### config.mk
export PLATFORM = sky130hd
export DESIGN_NAME = data_mem_arbiter
export DESIGN_NICKNAME = d
export VERILOG_FILES = /design/src/rtl/data_mem_arb_pkg.sv /design/src/rtl/data_mem_arbiter_rr_pick2.sv /design/src/rtl/data_mem_arbiter.sv
export SDC_FILE = /design/constraint.sdc
export NUM_CORES = 1
export LEC_CHECK = 0
export ABC_CLOCK_PERIOD_IN_PS = 4250
export CAP_MARGIN = 20
export CORE_MARGIN = 10
export CORE_UTILIZATION = 37
export DETAILED_ROUTE_END_ITERATION = 7
export PLACE_DENSITY = 0.8
export SLEW_MARGIN = 20
export SYNTH_ARGS = -nofsm -noshare
export SYNTH_HDL_FRONTEND = slang
export SYNTH_HIERARCHICAL = 1
export SYNTH_SLANG_ARGS = --single-unit
export TNS_END_PERCENT = 30
### constraint.sdc
create_clock -name Clk -period 4.25 [get_ports Clk]
set_input_delay 1.275 -clock Clk [delete_from_list [all_inputs] [get_ports Clk]]
set_output_delay 1.275 -clock Clk [all_outputs]
set_load 0.005 [all_outputs]
### src/rtl/data_mem_arb_pkg.sv
`default_nettype none
// +----------------------------------------------------------------------+
// | data_mem_arb_pkg                                                     |
// | Shared types and constants for the data-memory arbiter.              |
// | Rev 1.0                                                              |
// +----------------------------------------------------------------------+
package data_mem_arb_pkg;

    typedef enum logic [1:0] {
        IDLE = 2'd0,
        OWN0 = 2'd1,
        OWN1 = 2'd2
    } arb_state_t;

    localparam int NPORTS = 2;

endpackage
`default_nettype wire

### src/rtl/data_mem_arbiter_rr_pick2.sv
`default_nettype none
// +----------------------------------------------------------------------+
// | rr_pick2                                                             |
// | Combinational two-way round-robin chooser with a one-hot grant.      |
// | Rev 1.0                                                              |
// +----------------------------------------------------------------------+
module rr_pick2
    import data_mem_arb_pkg::*;
(
    input  logic [NPORTS-1:0] req_i,
    input  logic              last_i,
    output logic [NPORTS-1:0] grant_o
);

    always_comb begin
        grant_o = req_i;
        // On contention the port that was not served last wins.
        if (req_i == 2'b11) begin
            grant_o = last_i ? 2'b01 : 2'b10;
        end
    end

endmodule
`default_nettype wire

### src/rtl/data_mem_arbiter.sv
`default_nettype none
// +----------------------------------------------------------------------+
// | data_mem_arbiter                                                     |
// | Round-robin, lockable two-port arbiter for a single-port memory.     |
// | Rev 1.0                                                              |
// +----------------------------------------------------------------------+
module data_mem_arbiter
    import data_mem_arb_pkg::*;
#(
    parameter int W       = 8,
    parameter int A       = 8,
    parameter int MAXLOCK = 16
) (
    input  logic         Clk,
    input  logic         Reset,
    input  logic         Req0,
    input  logic         Req1,
    input  logic         We0,
    input  logic         We1,
    input  logic         Lock0,
    input  logic         Lock1,
    input  logic [A-1:0] Addr0,
    input  logic [A-1:0] Addr1,
    input  logic [W-1:0] WData0,
    input  logic [W-1:0] WData1,
    output logic         Gnt0,
    output logic         Gnt1,
    output logic         RValid0,
    output logic         RValid1,
    output logic [W-1:0] RData0,
    output logic [W-1:0] RData1,
    output logic         MemWriteEn,
    output logic [A-1:0] MemAddress,
    output logic [W-1:0] MemDataIn,
    input  logic [W-1:0] MemDataOut
);

    localparam int            LW        = $clog2(MAXLOCK) + 1;
    localparam logic [LW-1:0] LOCK_LAST = LW'(MAXLOCK - 1);
    localparam bit            CAN_LOCK  = (MAXLOCK > 1);

    arb_state_t          state_q, state_d;
    logic                last_q, last_d;
    logic [LW-1:0]       lock_cnt_q, lock_cnt_d;
    logic                rvalid0_q, rvalid1_q;
    logic [W-1:0]        rdata0_q, rdata1_q;

    logic [NPORTS-1:0]   eligible;
    logic [NPORTS-1:0]   pick;
    logic [NPORTS-1:0]   grant;
    logic                lock_sel;
    logic                rd0, rd1;

    // An owned memory is visible only to its owner.
    always_comb begin
        eligible = '0;
        case (state_q)
            IDLE:    eligible = {Req1, Req0};
            OWN0:    eligible = {1'b0, Req0};
            OWN1:    eligible = {Req1, 1'b0};
            default: eligible = '0;
        endcase
    end

    rr_pick2 u_pick (
        .req_i   (eligible),
        .last_i  (last_q),
        .grant_o (pick)
    );

    assign grant      = Reset ? '0 : pick;
    assign Gnt0       = grant[0];
    assign Gnt1       = grant[1];

    assign MemAddress = grant[1] ? Addr1  : Addr0;
    assign MemDataIn  = grant[1] ? WData1 : WData0;
    assign MemWriteEn = (grant[0] & We0) | (grant[1] & We1);

    assign lock_sel   = grant[1] ? Lock1 : Lock0;
    assign rd0        = grant[0] & ~We0;
    assign rd1        = grant[1] & ~We1;

    always_comb begin
        state_d    = state_q;
        lock_cnt_d = lock_cnt_q;
        last_d     = last_q;
        if (grant != '0) begin
            last_d = grant[1];
        end
        case (state_q)
            IDLE: begin
                if ((grant != '0) && lock_sel && CAN_LOCK) begin
                    state_d    = grant[1] ? OWN1 : OWN0;
                    lock_cnt_d = LW'(1);
                end
            end
            OWN0, OWN1: begin
                // Within ownership a grant can only go to the owner.
                if ((grant != '0) && lock_sel && (lock_cnt_q < LOCK_LAST)) begin
                    lock_cnt_d = lock_cnt_q + 1'b1;
                end else begin
                    state_d    = IDLE;
                    lock_cnt_d = '0;
                end
            end
            default: begin
                state_d    = IDLE;
                lock_cnt_d = '0;
            end
        endcase
    end

    always_ff @(posedge Clk) begin
        if (Reset) begin
            state_q    <= IDLE;
            last_q     <= 1'b1;
            lock_cnt_q <= '0;
            rvalid0_q  <= 1'b0;
            rvalid1_q  <= 1'b0;
            rdata0_q   <= '0;
            rdata1_q   <= '0;
        end else begin
            state_q    <= state_d;
            last_q     <= last_d;
            lock_cnt_q <= lock_cnt_d;
            rvalid0_q  <= rd0;
            rvalid1_q  <= rd1;
            if (rd0) begin
                rdata0_q <= MemDataOut;
            end
            if (rd1) begin
                rdata1_q <= MemDataOut;
            end
        end
    end

    assign RValid0 = rvalid0_q;
    assign RValid1 = rvalid1_q;
    assign RData0  = rdata0_q;
    assign RData1  = rdata1_q;

endmodule
`default_nettype wire
==> results.py, run 1 <==
metrics = {
    "synth": {
        "synthTopCellsByArea": "dfxtp_1, nand2_1, nand2b_1",
        "ys_async_sr_fraction_pct": 0,
        "synthTopCellsByCount": "nand2_1, dfxtp_1, nand2b_1",
        "yosysTopAreaCell": "dfxtp_1",
        "syn_nets": 237,
        "synth_most_common_cell": "nand2_1",
        "synth_cell_types": 36,
        "synth_area_um2": 1410,
        "synth_top_area_share_pct": 36.8,
        "ys_seq_area_share_pct": 36.8,
        "syn_avg_cell_area_um2": 7.68,
        "synth-edff-count": 0,
        "synthFlopType": "dfxtp_1",
        "syn_inst": 184,
        "yosysWarnings": 6,
        "synth_seq_cells": 26,
    },
    "pwr": {
        "internal-power_uw": 572,
        "swShare_pct": 29.4,
        "ir_drop_mv": 0.264,
        "power_frac_clock_pct": 25.3,
        "p_leak_uw": 0.00102,
        "power_density_nw_per_um2": 340,
        "p_seq_share_pct": 35.4,
        "p_sw_uw": 239,
        "pwr-share-comb_pct": 39.4,
    },
    "setup_path": {
        "cp.arrival_ns": 3.00,
        "crit_chain": "clkdlybuf4s50_1 -> o211a_1 -> a21boi_2 -> nand2b_1 -> buf_4 -> nand2_1 -> nand2_1 -> clkdlybuf4s50_1",
        "slowest_delay_ns": 0.52,
        "worstSetupPathType": "in -> out",
        "r2r_end": "lock_cnt_q[2]",
        "regToRegSetupSlack_ns": 2.04,
        "end_kind": "output pin",
        "path_buf_inv": 3,
        "start_kind": "primary input",
        "reg2regPathDepth": 9,
        "cp_max_fo": 18,
        "required_ns": 2.97,
        "crit_family": "buffers and inverters",
        "slowest_stage": "clkdlybuf4s50_1",
        "r2r-start": "state_q[0]",
    },
    "grt": {
        "grt_overflow": 0,
        "antenna_found_initial": 0,
        "grt_pass1_wl_um": 7140,
        "grt_usage_pct": 13.4,
        "grt_pass1_vias": 1550,
        "grt_max_degree": 27,
    },
    "cells_and_area": {
        "fin_util_pct": 64.7,
        "multiInputGateArea_um2": 823,
        "syn2layout_area_growth_pct": 68.9,
        "drive_gt1_share_pct": 6.34,
        "nets": 322,
        "seqCellArea_um2": 520,
        "n_fill_cell": 331,
        "insertedDiodeCount": 0,
    },
    "clock_network": {
        "post-cts-setup-buffers": 0,
        "clock_sinks": 26,
        "cts-root-buf": "clkbuf_8",
        "insertion_delay_ns": 0.27,
        "numCtsBuffers": 3,
        "cts_tree": "done",
        "cts_resized": 12,
        "clockBufferDepth": 2,
        "clk_pin_slew_ns": 0.09,
        "htreeDepth": 1,
        "hold_buffers": 0,
    },
    "sta": {
        "rsz0062_at_grt": "yes",
        "fin_crit_sh_pct": 101,
        "worst_pin_slew_ns": 0.489,
        "finClkSkew_ns": 0.00242,
        "timing.setup.tns_ns": -0.0462,
        "finalSetupViolations": 4,
        "setup_ws_ns": -0.0253,
        "hold_viol_final": 0,
        "drv_slew": 0,
        "timing.hold.ws_ns": 0.469,
        "slew_headroom_pct": 67.4,
        "timing.fmax_mhz": 234,
        "period_needed_ns": 4.28,
    },
    "placed_design": {
        "place.gp.congestion": 0.764,
        "port_buffers": 84,
        "hpwl_um": 3750,
    },
    "die": {
        "core-area_um2": 3690,
        "die_x_um": 81.8,
        "initial_utilization_pct": 38.3,
        "fp.dieH_um": 81.8,
        "io_pins": 85,
        "dieArea_um2": 6690,
        "rows": 22,
    },
    "min_path": {
        "min_path_cells": 2,
        "holdPathEnd": "RData1[7]",
        "hold_start": "RData1[7]",
        "hp-class": "reg -> reg",
    },
    "outcome": {
        "violations": "setup timing",
        "status": "finished with violations",
    },
    "routing": {
        "routed_wl_um": 4620,
        "ant_nets": 0,
        "first_pass_iters": 4,
        "vias": 1484,
        "wl_per_cell_um": 14.6,
        "drc": 0,
        "drtIter0Drc": 93,
        "via_per_inst": 4.70,
    },
    "flow_run": {
        "maxCapViolCount": 0,
    },
}
[metrics by stage]
stage / instance area [um2] / worst slack (ns) / instances / power (uW)
after detailed placement: 2310 / -0.155 / 312 / 621
after floorplan: 1410 / 0.282 / 184 / 441
final: 2390 / -0.0253 / 316 / 811
after global routing: 2390 / -0.137 / 316 / 867
after global placement: 2310 / -0.106 / 312 / 615
after CTS: 2380 / -0.0432 / 316 / 822
[registers in the layout, indices dropped and copies added, names as in the netlist]
signal,count
last_q,1
RValid1,1
state_q,2
lock_cnt_q,5
RData1,8
RValid0,1
RData0,8
[layout by cell type (no fill, tap or decap), drive strengths merged]
cell            n
clkdlybuf4s50  73
nand2          65
dfxtp          26
o21ai          18
nand2b         17
dlygate4sd2     9
inv             7
nand4           6
ha              5
buf             5
a21oi           3
clkbuf          3
nor2            3
nand3           3
a21boi          3
o211a           2
and3b           2
o32ai           2
a41oi           2
dlymetal6s2s    2
nand3b          2
nor2b           1
a22o            1
nand4bb         1
and2            1
o311ai          1
and2b           1
and3            1
a211oi          1
a311oi          1
bufinv          1
[per-layer routing]
| layer | share of wire (%) | up-vias | global-route usage [%] |
|---|---|---|---|
| li1 | - | 782 | - |
| met3 | 8.0 | 4 | 6.44 |
| met1 | 40 | 669 | 14.7 |
| met2 | 52 | 29 | 23.0 |
| met4 | 0.43 | 0 | 2.55 |
| met5 | 0 | - | 0 |
[cells by family (layout without fill, tap and decap cells)]
kind of cell | Yosys count | in the layout | share of synthesized area (%)
and+or+nand+nor | 103 | 103 | 37.9
AOI/OAI and AO/OA | 34 | 34 | 15.3
DFF | 26 | 26 | 36.8
buffers and inverters | 16 | 100 | 5.49
adders and majority gates | 5 | 5 | 4.43
[power by group through the flow]
stage	Sequential, uW	Combinational, uW	Clock [uW]
global placement	290	326	0
finish	287	319	205
CTS	287	325	210
global route	290	354	224
floorplan	290	151	0
detailed placement	291	330	0
[worst min-delay path: cells and delay by family (launching register included)]
family | cells | cell delay, ns
compound gates | 1 | 0.05
simple gates | 1 | 0.07
flops | 1 | 0.32
[layout make-up]
type,count,area share [%]
multi-input cells,142,34.5
clock inverters,1,1.26
clock buffers,3,1.73
repair buffers,89,37.1
well taps,48,2.52
inverters,7,1.10
flip-flops and latches,26,21.8
[how the worst max path moves through the flow]
stage                     from             to  cells after the start
final                     Req0   MemDataIn[7]                      8
after CTS                 Req0   MemDataIn[7]                      8
after detailed placement  Req1     MemWriteEn                      8
after floorplan           Req1  MemAddress[5]                      8
after global placement    Req1     MemWriteEn                      8
after global routing      Req0   MemDataIn[0]                      8
(Power assumes the default switching activity.)
==> run 2, diff against run 1 <==
Settings changed: CAP_MARGIN 20 to default.
==> results of run 2 <==
Final layout, timing and power as in run 1 (identical DEF).
